--- config.mk ---
export PLATFORM = sky130hd
export DESIGN_NAME = ram_arbiter
export DESIGN_NICKNAME = d
export VERILOG_FILES = /design/src/rtl/ram_arbiter.sv
export SDC_FILE = /design/constraint.sdc
export NUM_CORES = 1
export LEC_CHECK = 0
export BUFFER_PORTS_ARGS = -buffer_cell sky130_fd_sc_hd__buf_2
export CORE_UTILIZATION = 40
export CTS_CLUSTER_SIZE = 28
export DETAILED_ROUTE_END_ITERATION = 8
export PLACE_DENSITY = 0.73
export SYNTH_ARGS = -nofsm -noshare
export SYNTH_HDL_FRONTEND = slang
export SYNTH_SLANG_ARGS = --single-unit
--- constraint.sdc ---
create_clock -name clock -period 3 [get_ports clock]
set_input_delay 0.6 -clock clock [delete_from_list [all_inputs] [get_ports clock]]
set_output_delay 0.6 -clock clock [all_outputs]
set_load 0.05 [all_outputs]
--- src/rtl/ram_arbiter.sv ---
// Round-robin front end between the IFU and LSU and a combinational memory port.
// Inserts a fixed grant-to-access latency and registers read data for one strobe per access.
module ram_arbiter #(
    parameter int LATENCY = 1
) (
    input  logic        clock,
    input  logic        reset,
    input  logic        ifu_req_valid,
    output logic        ifu_req_ready,
    input  logic [31:0] ifu_addr,
    output logic        ifu_resp_valid,
    input  logic        ifu_resp_ready,
    output logic [31:0] ifu_rdata,
    input  logic        lsu_req_valid,
    output logic        lsu_req_ready,
    input  logic        lsu_wen,
    input  logic [31:0] lsu_addr,
    input  logic [31:0] lsu_wdata,
    input  logic [3:0]  lsu_wstrb,
    output logic        lsu_resp_valid,
    input  logic        lsu_resp_ready,
    output logic [31:0] lsu_rdata,
    output logic        ram_ren,
    output logic [31:0] ram_raddr,
    input  logic [31:0] ram_rdata,
    output logic        ram_wen,
    output logic [31:0] ram_waddr,
    output logic [31:0] ram_wdata,
    output logic [3:0]  ram_wstrb
);
    typedef enum logic [1:0] {IDLE, BUSY, ACCESS, RESP} state_t;

    localparam logic       OWN_IFU    = 1'b0;
    localparam logic       OWN_LSU    = 1'b1;
    localparam logic [3:0] COUNT_LOAD = 4'(LATENCY - 1);

    state_t      state_reg, state_next;
    logic        owner_reg, owner_next;
    logic        last_grant_reg, last_grant_next;
    logic [31:0] addr_reg, addr_next;
    logic        wen_reg, wen_next;
    logic [31:0] wdata_reg, wdata_next;
    logic [3:0]  wstrb_reg, wstrb_next;
    logic [3:0]  count_reg, count_next;
    logic [31:0] data_reg, data_next;

    logic grant_ifu, grant_lsu;
    logic owner_resp_ready;
    logic in_access, in_resp;

    // Requests are only considered in IDLE; contention goes to whoever was not granted last.
    always_comb begin
        grant_ifu = 1'b0;
        grant_lsu = 1'b0;
        if (!reset && state_reg == IDLE) begin
            if (ifu_req_valid && lsu_req_valid) begin
                grant_ifu = (last_grant_reg == OWN_LSU);
                grant_lsu = (last_grant_reg == OWN_IFU);
            end else begin
                grant_ifu = ifu_req_valid;
                grant_lsu = lsu_req_valid;
            end
        end
    end

    assign ifu_req_ready    = grant_ifu;
    assign lsu_req_ready    = grant_lsu;
    assign owner_resp_ready = (owner_reg == OWN_LSU) ? lsu_resp_ready : ifu_resp_ready;

    always_comb begin
        state_next      = state_reg;
        owner_next      = owner_reg;
        last_grant_next = last_grant_reg;
        addr_next       = addr_reg;
        wen_next        = wen_reg;
        wdata_next      = wdata_reg;
        wstrb_next      = wstrb_reg;
        count_next      = count_reg;
        data_next       = data_reg;
        case (state_reg)
            IDLE: begin
                if (grant_ifu || grant_lsu) begin
                    owner_next      = grant_lsu;
                    last_grant_next = grant_lsu;
                    addr_next       = grant_lsu ? lsu_addr : ifu_addr;
                    wen_next        = grant_lsu & lsu_wen;
                    wdata_next      = grant_lsu ? lsu_wdata : 32'h0;
                    wstrb_next      = grant_lsu ? lsu_wstrb : 4'h0;
                    count_next      = COUNT_LOAD;
                    state_next      = (LATENCY > 1) ? BUSY : ACCESS;
                end
            end
            BUSY: begin
                count_next = count_reg - 4'd1;
                if (count_reg == 4'd1) begin
                    state_next = ACCESS;
                end
            end
            ACCESS: begin
                // Writes report zero data; reads capture the memory's combinational result.
                data_next  = wen_reg ? 32'h0 : ram_rdata;
                state_next = RESP;
            end
            RESP: begin
                if (owner_resp_ready) begin
                    state_next = IDLE;
                end
            end
            default: state_next = IDLE;
        endcase
    end

    always_ff @(posedge clock) begin
        if (reset) begin
            state_reg      <= IDLE;
            owner_reg      <= OWN_IFU;
            last_grant_reg <= OWN_LSU;
            addr_reg       <= 32'h0;
            wen_reg        <= 1'b0;
            wdata_reg      <= 32'h0;
            wstrb_reg      <= 4'h0;
            count_reg      <= 4'h0;
            data_reg       <= 32'h0;
        end else begin
            state_reg      <= state_next;
            owner_reg      <= owner_next;
            last_grant_reg <= last_grant_next;
            addr_reg       <= addr_next;
            wen_reg        <= wen_next;
            wdata_reg      <= wdata_next;
            wstrb_reg      <= wstrb_next;
            count_reg      <= count_next;
            data_reg       <= data_next;
        end
    end

    // Outputs are forced low during reset so a dropped transaction never leaks a strobe.
    assign in_access = !reset && (state_reg == ACCESS);
    assign in_resp   = !reset && (state_reg == RESP);

    assign ram_ren   = in_access && !wen_reg;
    assign ram_raddr = ram_ren ? addr_reg : 32'h0;
    assign ram_wen   = in_access && wen_reg && (wstrb_reg != 4'h0);
    assign ram_waddr = ram_wen ? addr_reg : 32'h0;
    assign ram_wdata = ram_wen ? wdata_reg : 32'h0;
    assign ram_wstrb = ram_wen ? wstrb_reg : 4'h0;

    assign ifu_resp_valid = in_resp && (owner_reg == OWN_IFU);
    assign lsu_resp_valid = in_resp && (owner_reg == OWN_LSU);
    assign ifu_rdata      = ifu_resp_valid ? data_reg : 32'h0;
    assign lsu_rdata      = lsu_resp_valid ? data_reg : 32'h0;
endmodule

==> results_dict.tcl, run 1 <==
set metrics [dict create \
    status "finished, final reports clean" \
    wl_per_cell_um 15.21 \
    crit_type "flip-flop to output port" \
    grt_antenna_before_repair 1 \
    crit_slowest_cell "dfxtp_1" \
    clk_latency_ns 0.36 \
    die_width_um 120.0 \
    power_frac_clock 0.339 \
    fin_area_mm2 0.007423 \
    h-tree-depth 3 \
    numCtsBuffers 9 \
    port_buffers 308 \
    startpoint_type "flip-flop" \
    hpwl_um 11470 \
    diodes 0 \
    use_met1 0.2631 \
    die-area_mm2 0.01441 \
    p_sw_uw 1070 \
    finalSetupViolations 0 \
    place_congestion 0.7650 \
    slew_viol_final 0 \
    ys_seq_area_frac 0.3916 \
    drive_gt1_frac 0.4000 \
    grt_pass1_vias 4818 \
    skew_ns 0.009025 \
    slowest_delay_ns 0.48 \
    synth-edff-count 0 \
    synth_area_mm2 0.005573 \
    die_y_um 120.0 \
    rsz0062_at_grt "no" \
    cts.clk_slew.worst_paths_ns 0.07 \
    intPower_uw 2509 \
    synth_flop_cell "dfxtp_1" \
    num_vias 5411 \
    start_util 0.4159 \
    drt.antenna.violating_nets 0 \
    wl_um 16370 \
    worstMarginPinSlew_ns 0.7769 \
    fin_crit_ns 2.792 \
    p_sw_frac 0.2990 \
    post_cts.repair.setup_buffers 0 \
    hold_viol 0 \
    cts_tree "built" \
    vdd_drop_max_mv 0.4985 \
    grt_usage 0.2223 \
    critical_path_arrival_ns 2.19 \
    layout_commonest_cell "buf_2" \
    num_rows 42 \
    cp_data_required_time_ns 2.40 \
    r2r_slack_ns 1.01 \
    met2_usage 0.3815 \
    min_period_over_period 0.9307 \
    syn2layout_area_growth_pct 33.21 \
    dr.pass1.iters 5 \
    crit_fanout 58 \
    ys_types 44 \
    final_cell_mix "buf_2, and2_1, dfxtp_1" \
    io_pins 309 \
    nFillCells 1256 \
    yosysWarnings 0 \
    grt_pass1_wl_um 25190 \
    slew_headroom 0.4821 \
    busiest_layer "met2" \
    cts_resized 0 \
    syn-num-nets 768 \
    use_met3 0.06987 \
    max-cap-violations 0 \
    cts_sinks 109 \
    final_nets 1036 \
    hold_buffers 0 \
    fmax_ghz 0.3582 \
    drt-initial-drc-count 268 \
    powerDensity_mw_per_mm2 482.1 \
    min_path_type "primary input to flip-flop" \
    root_buffer "clkbuf_16" \
    placed_area_mm2 0.007116 \
    async_flop_share 0 \
    setup_tns_ns 0 \
    end_kind "output port" \
    syn_avg_cell_area_um2 8.888 \
    synthCells 627 \
    clk_path_buf_depth 2 \
    crit_path_cell_trace "and4bb_1 > o41a_2 > buf_12 > and2_1 > buf_2" \
    core_area_mm2 0.01340 \
    route.detailed.drc 0 \
    pwr-share-seq 0.469 \
    ys_seq_elements 109 \
    grt_remaining_overflow 0 \
    totalPowerFinal_uw 3579 \
    grt_max_degree 70 \
    comb_power_share 0.192 \
    viasPerCell 5.029 \
    p_leak_uw 0.003623 \
]
[cell usage after synthesis, types with 2 or more instances]
library cell  number  area share
nor3b_1            2      0.0027
o21ai_0           41       0.037
a22o_1            32       0.050
clkbuf_2           8      0.0072
buf_6              5       0.010
nand2_1            2      0.0013
mux2i_1           33       0.059
dfxtp_1          109        0.39
and2_1           164        0.18
a211oi_2          10       0.022
inv_1              3      0.0020
ha_1               2      0.0045
clkbuf_1          24       0.016
buf_2             20       0.018
nand3_1           38       0.034
buf_8              4       0.011
o21ai_1            3      0.0027
buf_4              3      0.0040
a211oi_1          22       0.030
or3_1              3      0.0034
a21oi_1           75       0.067
nor2b_1            2      0.0022
[layout make-up]
type	instances	area, µm²	share of cell area
repair buffers	322	1674	0.2255
well taps	176	220.2	0.02966
inverters	4	15.01	0.002023
flip-flops and latches	109	2182	0.2939
clock buffers	9	225.2	0.03034
multi-input cells	449	3024	0.4074
clock inverters	7	82.58	0.01112
[path summary, 6_finish.rpt]
check / startpoint / to / cells past startpoint
setup / recovery: state_reg[0] / ram_wdata[8] / 5
hold / removal: ram_rdata[31] / data_reg[31] / 2
setup reg to reg: state_reg[0] / addr_reg[18] / 4
hold reg to reg: wdata_reg[26] / wdata_reg[26] / 2
[routing by layer]
layer  vias up  part of all wire
met5         -           0.00079
met4         2             0.015
met3        18             0.077
met2       217              0.49
met1      2456              0.42
li1       2718                 -
[power groups by stage]
stage	Combinational, µW	Clock, µW	Sequential (µW)
final	686	1210	1680
after global routing	749	1310	1700
after CTS	689	1260	1680
after detailed placement	688	0	1710
after global placement	679	0	1710
after floorplan	526	0	1660
[through the flow]
stage               utilization  instances  hold slack (ns)  worst slack (ns)
finish                   0.5540       1076           0.4633            0.2080
global route             0.5540       1076           0.4413           0.06996
CTS                      0.5540       1076           0.4411            0.1829
detailed placement       0.5310       1060           0.4617            0.4009
global placement         0.5310       1060           0.4573            0.4178
floorplan                     -        627           0.4476            0.1150
[logic make-up (layout without fill, tap and decap cells)]
logic type / count (synthesis) / in the layout / share of synthesized area
and+or+nand+nor: 225 / 225 / 0.2564
AOI/OAI and AO/OA: 189 / 189 / 0.2187
DFF: 109 / 109 / 0.3916
buffers and inverters: 69 / 342 / 0.06960
muxes: 33 / 33 / 0.05927
adders and majority gates: 2 / 2 / 0.004490
[critical path: cells and delay by family (launching register included)]
kind,cells,cell delay [ns]
AOI/OAI and AO/OA,1,0.26
and+or+nand+nor,2,0.59
buffers and inverters,2,0.50
DFF,1,0.48
(Power assumes the default switching activity.)
==> inputs of run 2 (changes only) <==
--- a/config.mk
+++ b/config.mk
@@ -10,6 +10,7 @@
 export CTS_CLUSTER_SIZE = 28
 export DETAILED_ROUTE_END_ITERATION = 8
 export PLACE_DENSITY = 0.73
+export REMOVE_ABC_BUFFERS = 1
 export SYNTH_ARGS = -nofsm -noshare
 export SYNTH_HDL_FRONTEND = slang
 export SYNTH_SLANG_ARGS = --single-unit
==> results_dict.tcl, run 2 (synthesized netlist as in run 1, its figures left out) <==
set metrics [dict create \
    crit_path_cell_trace "and4bb_1 > o41a_2 > buf_12 > and2_1 > buf_2" \
    place_congestion 0.8170 \
    dr.pass1.iters 4 \
    dp_slack_ns 0.3655 \
    route.detailed.drc 0 \
    fmax_ghz 0.3568 \
    rr_worst_depth 4 \
    drt-initial-drc-count 324 \
    cts_resized 0 \
    startpoint_type "flip-flop" \
    num_rows 42 \
    end_kind "output port" \
    viasPerCell 5.111 \
    grt_pass1_vias 4957 \
    fin_crit_ns 2.803 \
    grt_remaining_overflow 0 \
    h-tree-depth 3 \
    rsz0062_at_grt "no" \
    die_width_um 120.0 \
    cp_data_required_time_ns 2.40 \
    placed_area_mm2 0.007131 \
    r2r_start "state_reg[0]" \
    num_vias 5510 \
    clk_path_buf_depth 2 \
    syn2layout_area_growth_pct 33.25 \
    slowest_delay_ns 0.59 \
    r2r_end "addr_reg[20]" \
    clk_latency_ns 0.35 \
    slew_headroom 0.5025 \
    min_path_type "primary input to flip-flop" \
    wl_um 16470 \
    worst-path-buf-inv 2 \
    wl_per_cell_um 15.28 \
    crit_slowest_cell "dfxtp_1" \
    die-area_mm2 0.01441 \
    root_buffer "clkbuf_16" \
    diodes 0 \
    hold_viol 0 \
    start_util 0.4159 \
    crit_start "state_reg[1]" \
    worst_slack_ns 0.1972 \
    multi_input_comb_area_mm2 0.003024 \
    grt_pass1_wl_um 25340 \
    io_pins 309 \
    cts.clk_slew.worst_paths_ns 0.07 \
    crit_fanout 42 \
    slew_viol_final 0 \
    numCtsBuffers 9 \
    cts_tree "built" \
    drive_gt1_frac 0.4013 \
    crit_type "flip-flop to output port" \
    status "finished, final reports clean" \
    final_nets 1038 \
    hold_buffers 0 \
    finalSetupViolations 0 \
    layout_commonest_cell "buf_2" \
    drt.antenna.violating_nets 0 \
    skew_ns 0.01085 \
    crit_cells 5 \
    cp_top_family "flip-flops" \
    worstMarginPinSlew_ns 0.7463 \
    worstSetupEndpoint "ram_waddr[20]" \
    port_buffers 308 \
    grt_max_degree 70 \
    critical_path_arrival_ns 2.20 \
    grt_usage 0.2234 \
    die_y_um 120.0 \
    core_area_mm2 0.01340 \
    min_period_over_period 0.9343 \
    hpwl_um 11830 \
    post_cts.repair.setup_buffers 0 \
    vdd_drop_max_mv 0.2470 \
    max-cap-violations 0 \
    powerDensity_mw_per_mm2 476.8 \
    nFillCells 1285 \
    fin_area_mm2 0.007426 \
    regArea_mm2 0.002182 \
    r2r_slack_ns 0.99 \
    p_leak_uw 0.003636 \
    cts_sinks 109 \
    final_cell_mix "buf_2, and2_1, dfxtp_1" \
    grt_antenna_before_repair 0 \
]
==> run 2: cell types whose count changed in the layout (fill, tap and decap cells not counted), sizes merged <==
cell / previous run / this run
clkbuf: 9 / 11
bufinv: 1 / 0
buf: 322 / 324
clkinvlp: 2 / 0
inv: 6 / 5
clkinv: 2 / 4
==> run 2: worst min-delay path by stage <==
stage	start	endpoint	slack, ns	cells past startpoint
after detailed placement	wdata_reg[31]	wdata_reg[31]	0.46	2
after CTS	ram_rdata[5]	data_reg[5]	0.45	2
after global placement	wdata_reg[24]	wdata_reg[24]	0.46	2
after floorplan	wdata_reg[0]	wdata_reg[0]	0.44	2
after global routing	ram_rdata[5]	data_reg[5]	0.46	2
final	ram_rdata[26]	data_reg[26]	0.46	2
==> run 2: cell type report <==
class                           count  share of cell area
Clock buffer                       11             0.03404
Clock inverter                      5            0.005729
Inverter                            4            0.002022
Multi-Input combinational cell    449              0.4072
Sequential cell                   109              0.2938
Tap cell                          176             0.02965
Timing Repair Buffer              324              0.2275
==> run 2: routing by layer <==
layer	share of wire	track usage
met5	0	0
met4	0.025	0.1008
met3	0.065	0.03850
met2	0.49	0.3894
met1	0.42	0.2663
==> run 2: where the power goes <==
group / internal [µW] / switching, µW / leakage (µW) / total [µW]
Sequential: 1580 / 110 / 0.000891 / 1690
Clock: 618 / 555 / 0.000148 / 1170
Combinational: 275 / 407 / 0.00260 / 682
Total: 2470 / 1070 / 0.00364 / 3540
==> run 2: per-stage QoR <==
| step | total power (µW) | TNS (ns) | utilization | cells | hold slack, ns |
|---|---|---|---|---|---|
| after floorplan | 2116 | -232.68 | - | 562 | 0.4426 |
| after global placement | 2393 | 0 | 0.5321 | 1062 | 0.4585 |
| after detailed placement | 2403 | 0 | 0.5321 | 1062 | 0.4626 |
| after CTS | 3571 | 0 | 0.5542 | 1078 | 0.4456 |
| after global routing | 3704 | 0 | 0.5542 | 1078 | 0.4576 |
| final | 3541 | 0 | 0.5542 | 1078 | 0.4630 |
